File: config.mk
export PLATFORM = sky130hd
export DESIGN_NAME = ps2_kbd_rx
export DESIGN_NICKNAME = d
export VERILOG_FILES = /design/src/rtl/ps2_kbd_rx.sv
export SDC_FILE = /design/constraint.sdc
export NUM_CORES = 1
export LEC_CHECK = 0
export ABC_AREA = 1
export ABC_CLOCK_PERIOD_IN_PS = 2500
export CAP_MARGIN = 20
export CORE_ASPECT_RATIO = 1.2
export CORE_MARGIN = 2
export CORE_UTILIZATION = 57
export CTS_CLUSTER_SIZE = 20
export DETAILED_ROUTE_END_ITERATION = 16
export GPL_ROUTABILITY_DRIVEN = 0
export PLACE_DENSITY = 0.79
export SYNTH_ARGS = -nofsm -noshare
export SYNTH_HDL_FRONTEND = slang
export SYNTH_SLANG_ARGS = --single-unit
export TNS_END_PERCENT = 50
File: constraint.sdc
create_clock -name clk_sys -period 2.5 [get_ports clk_sys]
set_input_delay 0.5 -clock clk_sys [delete_from_list [all_inputs] [get_ports clk_sys]]
set_output_delay 0.5 -clock clk_sys [all_outputs]
set_load 0.02 [all_outputs]
File: src/rtl/ps2_kbd_rx.sv
// rtl/ps2_kbd_rx.sv - PS/2 keyboard receiver: sync, clock filter, deframer, E0/F0 prefix folding
module ps2_kbd_rx #(
  parameter int FILTER  = 4,
  parameter int TIMEOUT = 16383
) (
  input  logic       clk_sys,
  input  logic       reset,
  input  logic       ps2_kbd_clk,
  input  logic       ps2_kbd_data,
  output logic       byte_strobe,
  output logic [7:0] byte_data,
  output logic       key_strobe,
  output logic [7:0] key_code,
  output logic       key_pressed,
  output logic       key_extended,
  output logic       frame_err
);

  typedef enum logic [1:0] {IDLE, DATA, PARITY, STOP} state_t;

  localparam logic [3:0]  FILT_LAST = 4'(FILTER - 1);
  localparam logic [13:0] TO_LIMIT  = 14'(TIMEOUT);

  logic        clk_s1, clk_s2, dat_s1, dat_s2;
  logic        clk_f;
  logic [3:0]  flt_cnt;
  logic        fall;

  state_t      state, state_n;
  logic [2:0]  bit_cnt, bit_cnt_n;
  logic [7:0]  shift, shift_n;
  logic        par, par_n;
  logic [13:0] to_cnt, to_cnt_n;
  logic        frame_ok, frame_bad;

  logic        ext_pend, rel_pend;
  logic        is_e0, is_f0, is_e1;

  // Two-flop synchronizers for both PS/2 lines; idle level is high.
  always_ff @(posedge clk_sys or posedge reset) begin
    if (reset) begin
      clk_s1 <= 1'b1;
      clk_s2 <= 1'b1;
      dat_s1 <= 1'b1;
      dat_s2 <= 1'b1;
    end else begin
      clk_s1 <= ps2_kbd_clk;
      clk_s2 <= clk_s1;
      dat_s1 <= ps2_kbd_data;
      dat_s2 <= dat_s1;
    end
  end

  // Clock deglitch: clk_f follows only after FILTER consecutive differing samples; fall marks the 1->0 change.
  always_ff @(posedge clk_sys or posedge reset) begin
    if (reset) begin
      clk_f   <= 1'b1;
      flt_cnt <= 4'd0;
      fall    <= 1'b0;
    end else begin
      fall <= 1'b0;
      if (clk_s2 != clk_f) begin
        if (flt_cnt == FILT_LAST) begin
          clk_f   <= clk_s2;
          flt_cnt <= 4'd0;
          fall    <= clk_f & ~clk_s2;
        end else begin
          flt_cnt <= flt_cnt + 4'd1;
        end
      end else begin
        flt_cnt <= 4'd0;
      end
    end
  end

  // Deframer state register.
  always_ff @(posedge clk_sys or posedge reset) begin
    if (reset) begin
      state   <= IDLE;
      bit_cnt <= 3'd0;
      shift   <= 8'h00;
      par     <= 1'b0;
      to_cnt  <= 14'd0;
    end else begin
      state   <= state_n;
      bit_cnt <= bit_cnt_n;
      shift   <= shift_n;
      par     <= par_n;
      to_cnt  <= to_cnt_n;
    end
  end

  // Deframer next state; par accumulates data and parity bits so a good frame ends with par = 1.
  always_comb begin
    state_n   = state;
    bit_cnt_n = bit_cnt;
    shift_n   = shift;
    par_n     = par;
    to_cnt_n  = to_cnt + 14'd1;
    frame_ok  = 1'b0;
    frame_bad = 1'b0;
    if (state == IDLE) begin
      to_cnt_n = 14'd0;
      if (fall && !dat_s2) begin
        state_n   = DATA;
        bit_cnt_n = 3'd0;
        par_n     = 1'b0;
      end
    end else if (to_cnt == TO_LIMIT) begin
      state_n   = IDLE;
      to_cnt_n  = 14'd0;
      frame_bad = 1'b1;
    end else if (fall) begin
      to_cnt_n = 14'd0;
      case (state)
        DATA: begin
          shift_n   = {dat_s2, shift[7:1]};
          par_n     = par ^ dat_s2;
          bit_cnt_n = bit_cnt + 3'd1;
          if (bit_cnt == 3'd7) state_n = PARITY;
        end
        PARITY: begin
          par_n   = par ^ dat_s2;
          state_n = STOP;
        end
        STOP: begin
          state_n = IDLE;
          if (dat_s2 && par) frame_ok = 1'b1;
          else               frame_bad = 1'b1;
        end
        default: state_n = IDLE;
      endcase
    end
  end

  // Prefix byte decode of the byte completing this cycle.
  always_comb begin
    is_e0 = (shift == 8'hE0);
    is_f0 = (shift == 8'hF0);
    is_e1 = (shift == 8'hE1);
  end

  // Registered byte/key outputs and pending prefix flags; flags are untouched by bad frames.
  always_ff @(posedge clk_sys or posedge reset) begin
    if (reset) begin
      byte_strobe  <= 1'b0;
      byte_data    <= 8'h00;
      key_strobe   <= 1'b0;
      key_code     <= 8'h00;
      key_pressed  <= 1'b0;
      key_extended <= 1'b0;
      frame_err    <= 1'b0;
      ext_pend     <= 1'b0;
      rel_pend     <= 1'b0;
    end else begin
      byte_strobe <= frame_ok;
      frame_err   <= frame_bad;
      key_strobe  <= 1'b0;
      if (frame_ok) begin
        byte_data <= shift;
        if (is_e0) begin
          ext_pend <= 1'b1;
        end else if (is_f0) begin
          rel_pend <= 1'b1;
        end else if (is_e1) begin
          ext_pend <= 1'b0;
          rel_pend <= 1'b0;
        end else begin
          key_strobe   <= 1'b1;
          key_code     <= shift;
          key_pressed  <= ~rel_pend;
          key_extended <= ext_pend;
          ext_pend     <= 1'b0;
          rel_pend     <= 1'b0;
        end
      end
    end
  end

endmodule

==> impl_results.md <==
- Post-Layout Cell Count: 403
- Cts bufs inserted: 9
- Total Routing Usage GR: 20.41%
- Tcrit/Tclk final: 72.61%
- Setup crit start: byte_strobe$_DFF_PP0_
- Root Buffer: clkbuf_8
- Crit Path Max Fanout: 1
- CTS Hold Bufs: 0
- Drt drc: 0
- Min Tclk post-route: 1.815 ns
- Post-synthesis sequential area ratio: 53.82%
- Power per cell area: 747.1 nW/um^2
- Iter 0 DRT Violations: 110
- I/O pin count: 25
- Asr flop ratio synth: 100.0%
- Total routed wirelength: 4.931 mm
- Initial antenna violation count: 0
- Yosys top cell area share: 49.21%
- Dominant cells by area after synthesis: dfrtp_1, nand2_1, ha_1, dfstp_2, inv_1
- Post-CTS Setup Bufs: 0
- Clock sinks: 61
- Maximum achievable frequency: 550.9 MHz
- Buf/Inv on CP: 1
- Pin count of the biggest net entering global routing: 41
- Vias in the first global route: 1,940
- Resized Gates After CTS: 0
- Dpl cells: 387
- Initial core utilization: 58.48%
- Startpoint types: flip-flop
- Cells along the critical path: clkdlybuf4s50_1
- Worst Setup End Kind: primary output
- Tightest Pin Transition: 0.4726 ns
- Required time of the critical path: 2.00 ns
- Routed length per instance: 12.24 microns
- CTS Buffer Depth: 2
- Max H-tree Level: 3
- DIE WIDTH: 68.53 microns
- Post-DRT Antenna Nets: 0
- Static Leak: 1.629 nW
- CP endpoint: byte_strobe
- Clock Skew: 0.005810 ns
- IR drop worst, VDD: 0.5064 mV
- Detailed-route via count: 2,019
- Synth area leader: dfrtp_1
- Post-Place Cell Area: 3118 sq um
- Vias per std cell: 5.010
- Fin area: 3296 sq um
- Final Max Slew Viols: 0
- Mean Syn Cell Area: 9.276 sq um
- FF+latch count, synth: 61
- Worst min path class: reg -> reg
- Post-synth EDFFs: 0
- Fin Setup TNS: 0 ns
- DP Wirelength: 3.574 mm
- R2r setup slk: 0.73 ns
- Port Buffers: 24
- Overflow left after global routing: 0
- Status: finished, final reports clean
- Core ar.: 4870 sq um
- Syn nets: 322
- Tot Pwr: 0.002462 W
- Drt pass-1 iters: 4
- Critical path type: reg -> out
- Delay-heaviest family, CP: buffers and inverters
- Area of the mapped netlist: 2848 sq um
- Slew margin rel.: 68.45%
- Post-Synthesis Cells: 307
- CP max stage cell: clkdlybuf4s50_1
- Reg2Reg Depth: 8
- Worst path depth: 1
- R2r endpoint: ext_pend$_DFFE_PP0P_
- Core Util, Final: 67.68%
- RSZ-0062 raised after global routing: false
- Diodes inserted: 0
- Final Hold Viols: 0
- Synthesis Warnings: 0
- Layout area overhead: 15.73%
- Share of layout cells above drive strength 1: 14.29%
- First-pass GRT wire length: 8.390 mm
- Max Cap Viol: 0
- Ys flop type: dfrtp_1
- Worst reg2reg path startpoint: state[0]$_DFFE_PP0P_
- Setup-failing EPs final: 0
- Clock-pin slew on the worst setup and hold paths: 0.07 ns
- Synth unique cells: 32
- CP max stage delay: 0.61 ns
- Die Span Y: 81.43 microns
- Total die area: 5580 sq um
- Clk_lat worst skew: 0.34 ns
- CTS tree: yes
- Rows: 28
- CP arrival: 1.32 ns
- Layout Nets: 353
## logic make-up (layout without fill, tap and decap cells)
family	count (synthesis)	after routing	synth area share (%)
flops	61	61	53.82
fa+ha+maj	11	11	4.833
compound gates	40	40	8.084
xor+xnor	8	8	2.460
buf+inv	42	78	7.161
simple gates	145	145	23.64
## how the worst min path moves through the flow
| stage | startpoint | endpoint | slack (ns) | depth (start not counted) |
|---|---|---|---|---|
| after floorplan | clk_s1$_DFF_PP1_ | clk_s2$_DFF_PP1_ | 0.35 | 0 |
| after global placement | clk_s1$_DFF_PP1_ | clk_s2$_DFF_PP1_ | 0.35 | 0 |
| after detailed placement | clk_s1$_DFF_PP1_ | clk_s2$_DFF_PP1_ | 0.35 | 0 |
| after CTS | clk_s1$_DFF_PP1_ | clk_s2$_DFF_PP1_ | 0.36 | 0 |
| after global routing | clk_s1$_DFF_PP1_ | clk_s2$_DFF_PP1_ | 0.36 | 0 |
| final | clk_s1$_DFF_PP1_ | clk_s2$_DFF_PP1_ | 0.36 | 0 |
## sequential cells by signal (all words and copies together) (netlist names), 2 cells and up
signal / count
bit_cnt: 3
to_cnt: 14
shift: 8
key_code: 8
byte_data: 8
flt_cnt: 4
state: 2
## power breakdown
| part | internal [W] | total [W] | switching [W] |
|---|---|---|---|
| clock | 0.000408 | 0.000785 | 0.000377 |
| sequential | 0.00109 | 0.00116 | 0.0000747 |
| combinational | 0.000177 | 0.000516 | 0.000339 |
| total | 0.00167 | 0.00246 | 0.000790 |
## routing by layer
layer	vias up	track usage, %	wire, microns
met5	-	0	0
met2	33	33.08	2441
met3	11	5.753	166
met1	949	24.86	2225
met4	0	9.600	97
li1	1026	-	-
## cell usage in the layout (no fill, tap or decap)
cell and n:
clkbuf_1 1, dfrtp_1 56, nor3b_1 1, nand3_1 10, nand3_4 1, a21oi_1 5
a211oi_1 2, clkinvlp_4 1, nand3_2 3, o21ai_1 6, ha_1 11, inv_2 4
nor3_2 2, nor2_1 30, o21ai_0 20, o31ai_1 1, clkbuf_8 11, clkinv_2 3
dfstp_2 5, buf_12 1, nor2_4 2, clkdlybuf4s50_1 24, nand2_1 84, nand3b_1 2
nand4_4 1, nand2_2 3, nor2_2 3, or2_2 2, nand2_4 1, xor2_1 4
o21ai_2 6, inv_1 33, xnor2_1 4
## cell type report
type                            count  area (sq um)
Clock buffer                       12         155.1
Clock inverter                      4         22.52
Fill cell                         402          1574
Inverter                           37         138.9
Multi-Input combinational cell    204          1111
Sequential cell                    61          1533
Tap cell                           60         75.07
Timing Repair Buffer               25         260.3
## synth_stat cells, drive strengths merged, types with 2 or more instances
cell    instances
ha             11
dfstp           5
nor2           35
nand2          88
o21ai          32
dfrtp          56
nand3          14
a211oi          2
a21oi           5
or2             2
buf             4
nand3b          2
xnor2           4
nor3            2
inv            37
xor2            4
## per-stage QoR
step | worst slack [ns] | hold WS, ns
2_1_floorplan | 0.4952 | 0.3452
3_3_place_gp | 0.8008 | 0.3462
3_5_place_dp | 0.7514 | 0.3469
4_1_cts | 0.6543 | 0.3564
5_1_grt | 0.5573 | 0.3608
6_report | 0.6847 | 0.3555
No activity file was read; power rests on OpenSTA's default activity.
